[src/rtl/gc_mq_pkg.sv]
// Shared types and constants for the multi-queue gate controller.
package gc_mq_pkg;

    typedef enum logic [1:0] {
        IDLE  = 2'd0,
        JUDGE = 2'd1,
        HOLD  = 2'd2
    } gc_state_t;

    localparam int unsigned DEF_TB_SIZE   = 2047;
    localparam int unsigned DEF_TB_PERIOD = 100;
    localparam int unsigned DEF_USEDW_TH  = 20;

    // Extra bits carried by token arithmetic so refill cannot wrap before saturation.
    localparam int unsigned TOKEN_GUARD = 2;

    // Counter width for a counter running 0..n-1, never narrower than one bit.
    function automatic int unsigned cnt_w(input int unsigned n);
        return (n <= 2) ? 1 : $clog2(n);
    endfunction

endpackage

[src/rtl/gc_token_bucket.sv]
// Per-queue token bucket: refill on the shared tick, charge on an accepted read,
// flag a discard when a read arrives without enough tokens.
module gc_token_bucket
    import gc_mq_pkg::*;
#(
    parameter int unsigned TOKEN_W = 12,
    parameter int unsigned LEN_W   = 11,
    parameter int unsigned TB_SIZE = DEF_TB_SIZE
) (
    input  logic               clk,
    input  logic               rst,
    input  logic               tick,
    input  logic               rden,
    input  logic [LEN_W-1:0]   pkt_len,
    input  logic [TOKEN_W-1:0] rate,
    output logic [TOKEN_W-1:0] rt,
    output logic               discard
);

    localparam int unsigned CMP_W = (LEN_W > TOKEN_W) ? LEN_W : TOKEN_W;
    localparam int unsigned EXT_W = CMP_W + TOKEN_GUARD;

    logic [EXT_W-1:0] rt_ext;
    logic [EXT_W-1:0] len_ext;
    logic [EXT_W-1:0] fill;
    logic [EXT_W-1:0] cost;
    logic [EXT_W-1:0] rt_d;
    logic             enough;

    // Next token count: refill saturates first, then the accepted packet is charged,
    // so a packet read on a tick is never absorbed by the saturation clamp.
    always_comb begin
        rt_ext  = EXT_W'(rt);
        len_ext = EXT_W'(pkt_len);
        enough  = (rt_ext >= len_ext);
        cost    = (rden && enough) ? len_ext : '0;
        fill    = rt_ext + EXT_W'(rate);
        if (fill > EXT_W'(TB_SIZE)) begin
            fill = EXT_W'(TB_SIZE);
        end
        rt_d = (tick ? fill : rt_ext) - cost;
    end

    // Bucket register and one-cycle discard pulse.
    always_ff @(posedge clk) begin
        if (rst) begin
            rt      <= '0;
            discard <= 1'b0;
        end else begin
            rt      <= TOKEN_W'(rt_d);
            discard <= rden && !enough;
        end
    end

endmodule

[src/rtl/gc_mq.sv]
// Multi-queue gate controller: combines gate state, port backpressure and
// token buckets into a held, handshaked schedule-valid vector for TS.
module gc_mq
    import gc_mq_pkg::*;
#(
    parameter int unsigned     NUM_Q     = 8,
    parameter int unsigned     NUM_PORT  = 4,
    parameter int unsigned     PORT_W    = 2,
    parameter int unsigned     USEDW_W   = 8,
    parameter int unsigned     USEDW_TH  = DEF_USEDW_TH,
    parameter int unsigned     LEN_W     = 11,
    parameter int unsigned     TOKEN_W   = 12,
    parameter int unsigned     TB_SIZE   = DEF_TB_SIZE,
    parameter int unsigned     TB_PERIOD = DEF_TB_PERIOD,
    parameter logic [NUM_Q-1:0] RL_QMASK = 'h04,
    parameter int unsigned     HOLD_TO   = 16
) (
    input  logic                        clk,
    input  logic                        rst,
    input  logic [NUM_Q*PORT_W-1:0]     in_gc_md_outport,
    input  logic [NUM_Q-1:0]            in_gc_fifo_empty,
    input  logic [NUM_Q*LEN_W-1:0]      in_gc_pkt_len,
    input  logic [NUM_Q-1:0]            in_gc_gate_state,
    input  logic [NUM_Q*TOKEN_W-1:0]    in_gc_rate_limit,
    input  logic                        in_gc_pkt_valid,
    input  logic [NUM_PORT*USEDW_W-1:0] pktout_usedw,
    input  logic [NUM_Q-1:0]            in_gc_rden,
    output logic [NUM_Q-1:0]            out_gc_schedule_valid,
    output logic [NUM_Q-1:0]            out_gc_bandwidth_discard
);

    localparam int unsigned TICK_W = cnt_w(TB_PERIOD);
    localparam int unsigned HOLD_W = cnt_w(HOLD_TO);
    localparam int unsigned CMP_W  = (LEN_W > TOKEN_W) ? LEN_W : TOKEN_W;

    logic [TICK_W-1:0]              tick_q;
    logic                           tick;
    logic [NUM_Q-1:0][TOKEN_W-1:0]  rt;
    logic [NUM_Q-1:0]               discard;
    logic [NUM_Q-1:0]               elig;

    gc_state_t         state_q, state_d;
    logic [NUM_Q-1:0]  valid_q, valid_d;
    logic [HOLD_W-1:0] hold_q, hold_d;
    logic              init_q, init_d;

    assign tick = (tick_q == TICK_W'(TB_PERIOD - 1));

    // Shared refill tick counter, 0..TB_PERIOD-1.
    always_ff @(posedge clk) begin
        if (rst) begin
            tick_q <= '0;
        end else if (tick) begin
            tick_q <= '0;
        end else begin
            tick_q <= tick_q + 1'b1;
        end
    end

    for (genvar i = 0; i < NUM_Q; i++) begin : g_q
        if (RL_QMASK[i]) begin : g_rl
            gc_token_bucket #(
                .TOKEN_W (TOKEN_W),
                .LEN_W   (LEN_W),
                .TB_SIZE (TB_SIZE)
            ) u_tb (
                .clk     (clk),
                .rst     (rst),
                .tick    (tick),
                .rden    (in_gc_rden[i]),
                .pkt_len (in_gc_pkt_len[i*LEN_W +: LEN_W]),
                .rate    (in_gc_rate_limit[i*TOKEN_W +: TOKEN_W]),
                .rt      (rt[i]),
                .discard (discard[i])
            );
        end else begin : g_free
            assign rt[i]      = '0;
            assign discard[i] = 1'b0;
        end
    end

    assign out_gc_bandwidth_discard = discard;
    assign out_gc_schedule_valid    = valid_q;

    // Per-queue eligibility; an out-of-range outport matches no port and blocks the queue.
    always_comb begin
        logic port_ok;
        logic token_ok;
        elig = '0;
        for (int unsigned i = 0; i < NUM_Q; i++) begin
            port_ok = 1'b0;
            for (int unsigned p = 0; p < NUM_PORT; p++) begin
                if ((in_gc_md_outport[i*PORT_W +: PORT_W] == PORT_W'(p)) &&
                    (pktout_usedw[p*USEDW_W +: USEDW_W] <= USEDW_W'(USEDW_TH))) begin
                    port_ok = 1'b1;
                end
            end
            token_ok = !RL_QMASK[i] ||
                       (CMP_W'(rt[i]) >= CMP_W'(in_gc_pkt_len[i*LEN_W +: LEN_W]));
            elig[i] = !in_gc_fifo_empty[i] && in_gc_gate_state[i] && port_ok && token_ok;
        end
    end

    // FSM and valid/hold/init registers.
    always_ff @(posedge clk) begin
        if (rst) begin
            state_q <= IDLE;
            valid_q <= '0;
            hold_q  <= '0;
            init_q  <= 1'b1;
        end else begin
            state_q <= state_d;
            valid_q <= valid_d;
            hold_q  <= hold_d;
            init_q  <= init_d;
        end
    end

    // Next-state logic; a read in HOLD takes priority over the hold timeout.
    always_comb begin
        state_d = state_q;
        valid_d = valid_q;
        hold_d  = hold_q;
        init_d  = init_q;
        unique case (state_q)
            IDLE: begin
                if (init_q || in_gc_pkt_valid) begin
                    state_d = JUDGE;
                end
            end
            JUDGE: begin
                valid_d = elig;
                if (|elig) begin
                    state_d = HOLD;
                    hold_d  = '0;
                    init_d  = 1'b0;
                end
            end
            HOLD: begin
                hold_d = hold_q + 1'b1;
                if (|in_gc_rden) begin
                    valid_d = '0;
                    state_d = IDLE;
                end else if (hold_q == HOLD_W'(HOLD_TO - 1)) begin
                    valid_d = '0;
                    state_d = JUDGE;
                end
            end
            default: begin
                state_d = IDLE;
                valid_d = '0;
            end
        endcase
    end

endmodule

[config.mk]
export PLATFORM = sky130hd
export DESIGN_NAME = gc_mq
export DESIGN_NICKNAME = d
export VERILOG_FILES = /design/src/rtl/gc_mq_pkg.sv /design/src/rtl/gc_token_bucket.sv /design/src/rtl/gc_mq.sv
export SDC_FILE = /design/constraint.sdc
export NUM_CORES = 1
export LEC_CHECK = 0
export ABC_AREA = 1
export CAP_MARGIN = 10
export CELL_PAD_IN_SITES_DETAIL_PLACEMENT = 0
export CELL_PAD_IN_SITES_GLOBAL_PLACEMENT = 2
export CORE_MARGIN = 2
export CORE_UTILIZATION = 14
export DETAILED_ROUTE_END_ITERATION = 8
export PLACE_DENSITY_LB_ADDON = 0.1
export SLEW_MARGIN = 20
export SYNTH_ARGS = -nofsm -noshare
export SYNTH_HDL_FRONTEND = slang
export SYNTH_SLANG_ARGS = --single-unit
export TNS_END_PERCENT = 100
[constraint.sdc]
create_clock -name clk -period 3.9 [get_ports clk]
set_input_delay 0.78 -clock clk [delete_from_list [all_inputs] [get_ports clk]]
set_output_delay 0.78 -clock clk [all_outputs]
set_load 0.05 [all_outputs]
== Yosys cells after proc, flatten, opt, wreduce, memory -nomap -nowiden ==
Cells that the tools add are included.

* Logic and storage cells: 173
* Input port bits: 259
* Flip-flop bits (word level): 35
* Output and inout port bits: 16

* Reductions and logical operators: 78
* Bitwise gates (word level): 1
* Order comparisons: 7
* Add/sub/neg operators: 4
* Muxes and demuxes: 45
* Equality and inequality tests: 31

{| class="wikitable"
|+ Operator list
! operator !! count
|-
| logical AND 1 bit || 51
|-
| equality test 2 bit (second input constant) || 17
|-
| less-or-equal comparator 8 x 5 -> 1 bit (second input constant) || 4
|-
| 2-to-1 mux 1 bit || 32
|-
| greater-or-equal comparator 12 x 11 -> 1 bit || 2
|-
| 2-to-1 mux 12 bit || 2
|-
| one-hot mux 8 bit (3 select lines) || 1
|-
| equality test 2 x 1 -> 1 bit (second input constant) || 9
|-
| zero test 2 bit || 9
|-
| 2-to-1 mux 8 bit || 2
|-
| OR reduction 8 bit || 2
|-
| adder 12 x 12 -> 13 bit || 1
|-
| > comparator 13 x 11 -> 1 bit (second input constant) || 1
|-
| subtractor 12 bit || 1
|-
| 2-to-1 mux 11 bit || 1
|-
| zero test 1 bit || 9
|-
| 2-to-1 mux 2 bit || 4
|-
| one-hot mux 4 bit (2 select lines) || 1
|-
| adder 7 x 1 -> 7 bit (second input constant) || 1
|-
| equality test 7 bit (second input constant) || 1
|-
| one-hot mux 2 bit (3 select lines) || 1
|-
| AND reduction 2 bit || 3
|-
| adder 4 x 1 -> 4 bit (second input constant) || 1
|-
| equality test 4 bit (second input constant) || 1
|-
| other kinds (8) || 9
|}

== Depth between registers and ports, before layout ==
Gate-level depths: netlist (run 1).

* Depth after elaboration: 11
* Gate-level depth with buffers: 22

== By module ==
Synthesis (run 1) repeated with hierarchy kept, for this count alone.

* Cells, all modules: 663
* Area, all modules: 4071.4 sq um

{| class="wikitable"
|+ By module, submodules not included
! module !! cells each !! seq. area each (sq um) !! area each (sq um) !! times used
|-
| gc_token_bucket || 349 || 260.2 || 2088.3 || 1
|-
| gc_mq || 314 || 440.4 || 1983.2 || 1
|}

== Least setup slack after synthesis (run 1) ==
Ideal clock, no wire load.

* Path kind: input to register
* Start: input port in_gc_rate_limit[26]
* End: register g_q[2].g_rl.u_tb.rt[10]
* Path buffers: 0
* Arrival: 3.724 ns
* Path slack: 0.056 ns
* Stages: 20
* Cell sequence: ha_1 -> a21oi_2 -> nand2_2 -> a21oi_4 -> o21ai_2 -> a21oi_4 -> xor2_4 -> nand3_4 -> o22ai_2 -> ha_1 -> inv_1 -> fa_1 -> nand3_1 -> nand3_1 -> a31oi_1 -> o21ai_0 -> a21oi_1 -> o21bai_1 -> o21ai_0 -> a21oi_1

* Longest elaborated chain between the ends: 5

{| class="wikitable"
|+ Ends and longest elaborated chain
! element !! line !! source
|-
| start, declared || gc_mq.sv:24 || <nowiki>input logic [NUM_Q*TOKEN_W-1:0] in_gc_rate_limit,</nowiki>
|-
| adder 12 x 12 -> 13 bit * || gc_token_bucket.sv:37 || <nowiki>fill = rt_ext + EXT_W'(rate);</nowiki>
|-
| > comparator 13 x 11 -> 1 bit || gc_token_bucket.sv:38 || <nowiki>if (fill > EXT_W'(TB_SIZE)) begin</nowiki>
|-
| 2-to-1 mux 12 bit * || gc_token_bucket.sv:38 ||
|-
| 2-to-1 mux 12 bit * || gc_token_bucket.sv:41 || <nowiki>rt_d = (tick ? fill : rt_ext) - cost;</nowiki>
|-
| subtractor 12 bit * || gc_token_bucket.sv:41 ||
|-
| end signal, assigned || gc_token_bucket.sv:50 || <nowiki>rt <= TOKEN_W'(rt_d);</nowiki>
|-
| end, declared || gc_token_bucket.sv:16 || <nowiki>output logic [TOKEN_W-1:0] rt,</nowiki>
|}

Mark *: on every way between the ends. The rest lies on a longest branch, timed or not.
A chain may end at the register's enable or synchronous reset.

== Final worst setup path (run 1) ==
* Start: input port in_gc_rate_limit[33]
* End: register g_q[2].g_rl.u_tb.rt[9]

The elaborated chain is that of the path after synthesis.

==> results of run 1 <==
## layer usage
layer,up-vias,wire length (um),global-route usage,part of all wire
met3,6,923,0.0310,0.071
met5,-,0,0,0
met4,0,105,0.0191,0.0080
met1,1704,6400,0.134,0.49
li1,2114,-,-,-
met2,103,5630,0.162,0.43
## registers in the layout, indices dropped and copies added, names as in the netlist
name and count:
init_q 1, out_gc_schedule_valid 8, g_q.g_rl.u_tb.discard 1, hold_q 4, g_q.g_rl.u_tb.rt 12, tick_q 7
state_q 2
## synth_stat cells (2+ instances only)
master      n
a31oi_1     2
o21bai_2    4
a21oi_1    45
clkbuf_1    4
o21a_1      3
nand3_1    66
nor2_1     40
o21ai_1     2
o21bai_1    2
ha_1       36
nand4_1    15
o21ai_0    24
inv_1      89
nand2_1   106
xor2_1      7
buf_4       8
xnor2_1     3
nor4_1      3
nor3_2      3
nor3_1      4
fa_1        2
nand3b_1    6
a21oi_4     2
dfxtp_1    35
## power groups by stage
stage          Combinational, mW  Sequential [mW]  Clock (mW)
2_1_floorplan               1.00            0.473           0
3_3_place_gp                1.77            0.503           0
3_5_place_dp                1.76            0.503           0
4_1_cts                     1.95            0.509       0.449
5_1_grt                     2.31            0.524       0.466
6_report                    2.06            0.510       0.432
## worst paths after layout
check,start,endpoint,slack [ns],depth (start not counted)
setup / recovery,in_gc_rate_limit[33],g_q[2].g_rl.u_tb.rt[9],0.23,21
hold / removal,init_q,init_q,0.44,2
setup reg to reg,g_q[2].g_rl.u_tb.rt[2],g_q[2].g_rl.u_tb.rt[9],0.46,21
hold reg to reg,init_q,init_q,0.44,2
## critical path: stages
cell	delay [ns]
dlygate4sd2_1	0.26
ha_4	0.28
buf_4	0.11
inv_1	0.08
nor3_2	0.27
a21oi_4	0.11
xor2_4	0.19
nand3_4	0.14
o21bai_2	0.14
inv_1	0.10
buf_4	0.14
ha_1	0.27
nand3_1	0.08
nand2_1	0.08
nand2_1	0.06
nand2_1	0.06
a21oi_2	0.16
o21ai_0	0.13
a21oi_1	0.18
o21ai_0	0.10
a21oi_1	0.15
## timing repair
item,CTS,global route
pin swaps,30,22
setup endpoints to repair,5,5
resized for setup,46,26
buffers inserted,5,5
## cells by family after synthesis
| group | count (synthesis) | share of synthesized area |
|---|---|---|
| buffers and inverters | 102 | 0.120 |
| XOR/XNOR | 11 | 0.0334 |
| AND/OR/NAND/NOR | 251 | 0.338 |
| other | 1 | 0.00109 |
| AO/OA/AOI/OAI | 92 | 0.162 |
| adder cells (fa/ha/maj) | 38 | 0.142 |
| flip-flops | 35 | 0.203 |
## final cells by class
type                            instances  area [sq um]  area share
Clock buffer                            7           153      0.0259
Clock inverter                          1          7.51     0.00127
Inverter                               90           338      0.0574
Multi-Input combinational cell        399          2650       0.450
Sequential cell                        35           701       0.119
Tap cell                              324           405      0.0688
Timing Repair Buffer                  183          1630       0.277
==> impl_metrics.json, run 1 <==
{
  "status": "completed",
  "tightest_slew_ns": 0.770,
  "yosysUniqueCellTypes": 43,
  "netlist.area_leader.share": 0.203,
  "final.setup_skew_ns": 0.00577,
  "final_area_sq_mm": 0.00589,
  "dp_hpwl_mm": 10.8,
  "drtAntennaViolNets": 0,
  "ys_warn_count": 0,
  "synthArstFlopShare": 0,
  "layout_commonest_cell": "nand2_1",
  "placed_cells": 1021,
  "antenna_found_initial": 0,
  "fin_util": 0.243,
  "cts_tree": "done",
  "clk_path_buf_depth": 2,
  "postCtsHoldBufs": 0,
  "clkTransAtPathRegs_ns": 0.06,
  "clk_latency_ns": 0.28,
  "cts_buffers": 5,
  "dp_slack_ns": -0.678,
  "grt_max_degree": 17,
  "fp.dieH_um": 161,
  "yosys_register_bits": 35,
  "pin_count": 275,
  "final_cell_mix": "nand2_1, clkdlybuf4s50_1, inv_1",
  "power.density_mw_per_mm2": 510,
  "fin_cells": 1039,
  "power.total_mw": 3.01,
  "vias_per_cell": 3.78,
  "dpl_cell_area_sq_mm": 0.00536,
  "synthTopCellsByArea": "dfxtp_1, ha_1, nand2_1, inv_1, nand3_1",
  "ys_seq_area_frac": 0.203,
  "fp.coreArea_sq_mm": 0.0242,
  "vias": 3927,
  "path_max_fanout": 4,
  "drt_first_pass_iters": 4,
  "fin_hold_ws_ns": 0.445,
  "grt_pass1_vias": 4027,
  "p_sw_mw": 1.27,
  "comb_power_share": 0.687,
  "die_area_sq_mm": 0.0259,
  "layout_setup_ws_ns": 0.227,
  "drive_above_1_share": 0.204,
  "finalHoldViolations": 0,
  "period_share": 0.942,
  "fin_nets": 1011,
  "synth_edf_count": 0,
  "nFillCells": 2725,
  "grt_util_all_layers": 0.101,
  "cp.arrival_ns": 3.88,
  "gp_congestion": 0.711,
  "ctsRootBufferMaster": "clkbuf_16",
  "hold_path.class": "flip-flop to flip-flop",
  "rows": 57,
  "drv_cap": 0,
  "drc": 0,
  "synth.avg_cell_area_sq_um": 6.50,
  "wl_per_cell_um": 12.6,
  "finalSetupViolCount": 0,
  "portBuffers": 106,
  "p_leak_nw": 2.64,
  "seq_power_share": 0.170,
  "ys.flop_type": "dfxtp_1",
  "drt_iter0_drc": 159,
  "max_slew_margin": 0.485,
  "end_kind": "flip-flop",
  "start_util": 0.142,
  "fin_crit_ns": 3.67,
  "clkPwrFrac": 0.144,
  "diodes": 0,
  "switching_share": 0.422,
  "cts-htree-levels": 2,
  "p_int_mw": 1.74,
  "grt_pass1_wl_mm": 20.5,
  "clock_sink_count": 35,
  "cp_data_required_time_ns": 4.11,
  "die_x_um": 161,
  "worstSetupPathType": "input pin to flip-flop",
  "drt_wl_total_mm": 13.1,
  "synth_top_cell_by_area": "dfxtp_1",
  "drv_slew": 0,
  "startpoint_type": "input pin",
  "synthCells": 530,
  "syn2layout_area_growth_pct": 70.9,
  "max_freq_ghz": 0.272,
  "tns_ns": 0,
  "netlist_area_sq_mm": 0.00344,
  "overflow": 0,
  "ir_drop_uv": 164
}
Note: power is estimated with default switching activity, not from simulation.
==> inputs of run 2 (changes only) <==
- HOLD_SLACK_MARGIN: default -> 0.15
- SKIP_CTS_REPAIR_TIMING: default -> 1
==> run 2 against run 1 <==
Effect of this change: global-route usage decreased by 0.21 points; fmax shrank 0.82%; first-iteration DRC count is 0.63% higher; sequential power is essentially flat; final cell count decreased by 0.29%; sequential share of layout area barely moved; non-clock buffer count decreased by 3; hold slack is the same; clock skew is essentially flat; routed wire length down 0.18%.
==> impl_metrics.json, run 2 (synthesis results as in run 1) <==
{
  "syn2layout_area_growth_pct": 70.3,
  "fp.dieH_um": 161,
  "final_cell_mix": "nand2_1, clkdlybuf4s50_1, inv_1",
  "startpoint_type": "input pin",
  "grt_pass1_wl_mm": 20.0,
  "finalSetupViolCount": 0,
  "drive_above_1_share": 0.197,
  "cts_buffers": 5,
  "drtAntennaViolNets": 0,
  "final.setup_skew_ns": 0.00594,
  "layout_commonest_cell": "nand2_1",
  "grt_util_all_layers": 0.0987,
  "regMostFlops": "g_q.g_rl.u_tb.rt",
  "clkTransAtPathRegs_ns": 0.06,
  "clock_sink_count": 35,
  "fin_util": 0.242,
  "cp.arrival_ns": 3.87,
  "cp_data_required_time_ns": 4.06,
  "power.total_mw": 2.94,
  "r2r_setup_slack_ns": 0.35,
  "antenna_found_initial": 0,
  "path_max_fanout": 3,
  "portBuffers": 106,
  "drv_cap": 0,
  "start_util": 0.142,
  "drt_iter0_drc": 160,
  "end_kind": "flip-flop",
  "grt_pass1_vias": 3936,
  "die_x_um": 161,
  "vias_per_cell": 3.78,
  "die_area_sq_mm": 0.0259,
  "placed_cells": 1021,
  "overflow": 0,
  "fin_cells": 1036,
  "hold_path.class": "flip-flop to flip-flop",
  "clk_path_buf_depth": 2,
  "rows": 57,
  "largest_reg_flops": 12,
  "drt_wl_total_mm": 13.0,
  "worstSetupPathType": "input pin to flip-flop",
  "p_leak_nw": 2.70,
  "tightest_slew_ns": 0.770,
  "fp.coreArea_sq_mm": 0.0242,
  "diodes": 0,
  "dp_hpwl_mm": 10.8,
  "power.density_mw_per_mm2": 501,
  "fin_crit_ns": 3.70,
  "gp_congestion": 0.711,
  "ir_drop_uv": 162,
  "pin_count": 275,
  "drv_slew": 0,
  "vias": 3911,
  "cts_tree": "done",
  "max_slew_margin": 0.485,
  "period_share": 0.950,
  "max_freq_ghz": 0.270,
  "rsz0062_at_grt": "true",
  "status": "completed",
  "wl_per_cell_um": 12.6,
  "drc": 0,
  "clk_latency_ns": 0.28,
  "finalHoldViolations": 0,
  "drt_first_pass_iters": 4,
  "fin_nets": 1008,
  "grt_max_degree": 17,
  "ctsRootBufferMaster": "clkbuf_16",
  "cts-htree-levels": 2
}
==> run 2: worst max-delay path, cell delays in order <==
cell and delay (ns):
clkdlybuf4s50_1 0.52, inv_1 0.06, ha_1 0.27, nand2_1 0.07
inv_1 0.06, nand2_1 0.05, nand2_1 0.07, nand2_1 0.05
nand4_1 0.20, nand2_2 0.14, nor2_2 0.10, ha_2 0.18
inv_2 0.04, fa_2 0.36, nand3_2 0.09, nand3_4 0.08
a31oi_4 0.20, o21ai_2 0.10, a21oi_2 0.14, o21bai_1 0.10
o21ai_1 0.13, a21oi_1 0.05
==> run 2: metal layers <==
metal	track usage	wire length [um]
met1	0.132	6420
met2	0.158	5670
met3	0.0302	876
met4	0.0170	71
met5	0	0
==> run 2: worst paths after layout <==
check                                                to  cells past startpoint                    from
worst max-delay path            g_q[2].g_rl.u_tb.rt[10]                     22       in_gc_pkt_len[24]
worst min register to register                   init_q                      2                  init_q
worst min-delay path                             init_q                      2                  init_q
worst max register to register  g_q[2].g_rl.u_tb.rt[10]                     20  g_q[2].g_rl.u_tb.rt[2]
==> run 2: through the flow <==
step,area [sq um],setup TNS (ns),hold WS (ns),worst slack (ns)
4_1_cts,5520,-1.26,0.444,-0.403
3_3_place_gp,5360,-3.10,0.427,-0.685
3_5_place_dp,5360,-3.26,0.430,-0.678
6_report,5870,0,0.445,0.197
5_1_grt,5870,-0.133,0.460,-0.0818
2_1_floorplan,3470,0,0.414,0.0555
==> run 2: final cells by class <==
type / count / area [sq um]
Clock buffer: 7 / 153
Clock inverter: 1 / 7.51
Fill cell: 2721 / 18400
Inverter: 90 / 338
Multi-Input combinational cell: 399 / 2610
Sequential cell: 35 / 701
Tap cell: 324 / 405
Timing Repair Buffer: 180 / 1650
==> run 2: power breakdown <==
group	leakage (nW)	switching [mW]	total, mW	internal (mW)
registers	0.287	0.0879	0.511	0.423
logic	2.34	1.00	2.00	0.994
clock network	0.0761	0.158	0.430	0.272
==> inputs of run 3 (changes only) <==
==> constraint.sdc (replaced) <==
create_clock -name clk -period 3.9 [get_ports clk]
set_input_delay 0.975 -clock clk [delete_from_list [all_inputs] [get_ports clk]]
set_output_delay 0.975 -clock clk [all_outputs]
set_load 0.05 [all_outputs]
==> run 3 against run 2 <==
Effect of this change: cell area is 2.2% higher; combinational power is 7% higher; final cell count is 0.29% higher; register-to-register slack better by 0.17 ns; critical path depth is 2 lower; clock skew is 0.0027 ns lower; total power is 4.6% higher; global-route usage is 0.11 points higher; worst setup slack worse by 0.050 ns; first-iteration DRC count is 13% lower; critical path type unchanged.
==> impl_metrics.json, run 3 (synthesis results as in run 1) <==
{
  "largest_reg_flops": 12,
  "clk_path_buf_depth": 2,
  "drive_above_1_share": 0.220,
  "vias": 4000,
  "rows": 57,
  "worstSetupPathType": "input pin to flip-flop",
  "critPathTopFamily": "compound AO/OA/AOI/OAI gates",
  "cts_buffers": 5,
  "ctsRootBufferMaster": "clkbuf_16",
  "antenna_found_initial": 0,
  "fp.coreArea_sq_mm": 0.0242,
  "rsz0062_at_grt": "true",
  "fin_util": 0.247,
  "cp_data_required_time_ns": 4.07,
  "syn2layout_area_growth_pct": 74.1,
  "hold_path_startpoint": "init_q",
  "fin_cells": 1039,
  "die_x_um": 161,
  "tightest_slew_ns": 0.695,
  "cp.arrival_ns": 3.92,
  "drtAntennaViolNets": 0,
  "min_path_cells": 2,
  "layout_commonest_cell": "nand2_1",
  "drv_slew": 0,
  "cts-htree-levels": 2,
  "portBuffers": 106,
  "drt_first_pass_iters": 4,
  "dpl_cell_area_sq_mm": 0.00545,
  "path_max_fanout": 4,
  "reg2reg_from": "g_q[2].g_rl.u_tb.rt[1]",
  "ff2ff_path_depth": 20,
  "max_slew_margin": 0.535,
  "cpPeakStageDelay_ns": 0.37,
  "p_leak_nw": 2.78,
  "max_freq_ghz": 0.266,
  "grt_max_degree": 20,
  "grt_util_all_layers": 0.0998,
  "drt_iter0_drc": 140,
  "fin_nets": 1012,
  "regMostFlops": "g_q.g_rl.u_tb.rt",
  "diodes": 0,
  "wl_per_cell_um": 12.5,
  "power.density_mw_per_mm2": 513,
  "grt_pass1_wl_mm": 20.7,
  "dp_hpwl_mm": 10.7,
  "die_area_sq_mm": 0.0259,
  "overflow": 0,
  "clock_sink_count": 35,
  "timing.rr.end": "g_q[2].g_rl.u_tb.rt[10]",
  "pin_count": 275,
  "grt_pass1_vias": 4166,
  "drv_cap": 0,
  "clk_latency_ns": 0.28,
  "cts_tree": "done",
  "hold_path.class": "flip-flop to flip-flop",
  "final_area_sq_mm": 0.00600,
  "final_cell_mix": "nand2_1, inv_1, clkdlybuf4s50_1",
  "holdPathEnd": "init_q",
  "period_share": 0.962,
  "critical_path_buf_inv_count": 2,
  "slowest_stage": "fa_2",
  "fp.dieH_um": 161,
  "layout_setup_ws_ns": 0.147,
  "start_util": 0.142,
  "ir_drop_uv": 176,
  "vias_per_cell": 3.85,
  "finalHoldViolations": 0,
  "final.setup_skew_ns": 0.00325,
  "drc": 0,
  "r2r_setup_slack_ns": 0.52,
  "gp_congestion": 0.711,
  "fin_crit_ns": 3.75,
  "placed_cells": 1023,
  "dp_slack_ns": -0.714,
  "worstPathCellList": "dlymetal6s2s_1 > ha_4 > a21o_1 > a21oi_2 > o21bai_2 > a21oi_4 > xor2_4 > nand3_4 > o22ai_4 > ha_2 > inv_2 > fa_2 > nand3_2 > nand3_2 > a31oi_4 > o21ai_2 > a21oi_2 > o21bai_1 > o21ai_1 > a21oi_1",
  "end_kind": "flip-flop",
  "clkTransAtPathRegs_ns": 0.06,
  "finalSetupViolCount": 0,
  "startpoint_type": "input pin",
  "fin_hold_ws_ns": 0.448,
  "drt_wl_total_mm": 13.0,
  "status": "completed"
}
-- run 3: cell count changes in the layout (fill, tap and decap cells not counted), sizes merged --
cell | before | now
clkinvlp | 1 | 0
buf | 75 | 79
dlymetal6s2s | 15 | 21
clkbuf | 8 | 7
clkdlybuf4s50 | 89 | 83
clkinv | 0 | 1
-- run 3: how the worst max path moves through the flow --
stage | from | endpoint | cells past startpoint
floorplan | in_gc_rate_limit[26] | g_q[2].g_rl.u_tb.rt[10] | 20
global placement | in_gc_rate_limit[26] | g_q[2].g_rl.u_tb.rt[10] | 21
detailed placement | in_gc_rate_limit[26] | g_q[2].g_rl.u_tb.rt[10] | 21
CTS | in_gc_rate_limit[26] | g_q[2].g_rl.u_tb.rt[10] | 21
global route | in_gc_rate_limit[32] | g_q[2].g_rl.u_tb.rt[10] | 20
finish | in_gc_rate_limit[32] | g_q[2].g_rl.u_tb.rt[10] | 20
-- run 3: worst min-delay path: stages (launching register included) --
cell and delay, ns:
dfxtp_1 0.33, nand2_1 0.05, nand2_1 0.04
-- run 3: final cells by class --
type,instances,area [sq um]
clock buffers,6,139
clock inverters,1,5.00
fillers,2676,18300
inverters,90,338
multi-input cells,399,2710
flip-flops and latches,35,701
well taps,324,405
repair buffers,184,1700
-- run 3: power by group --
part,internal (mW),total (mW),switching (mW)
registers,0.423,0.515,0.0922
clock network,0.250,0.405,0.156
logic,1.11,2.15,1.05
-- run 3: metal layers --
layer / global-route usage / wire (um) / vias to the layer above
li1: - / - / 2122
met1: 0.132 / 6280 / 1766
met2: 0.165 / 5790 / 106
met3: 0.0266 / 803 / 6
met4: 0.0158 / 87 / 0
met5: 0 / 0 / -
-- run 3: per-stage QoR --
| step | TNS, ns | total power, mW |
|---|---|---|
| after floorplan | -0.00890 | 1.53 |
| after global placement | -4.68 | 2.37 |
| after detailed placement | -4.47 | 2.36 |
| after CTS | -2.00 | 2.79 |
| after global routing | -0.0321 | 3.40 |
| final | 0 | 3.07 |
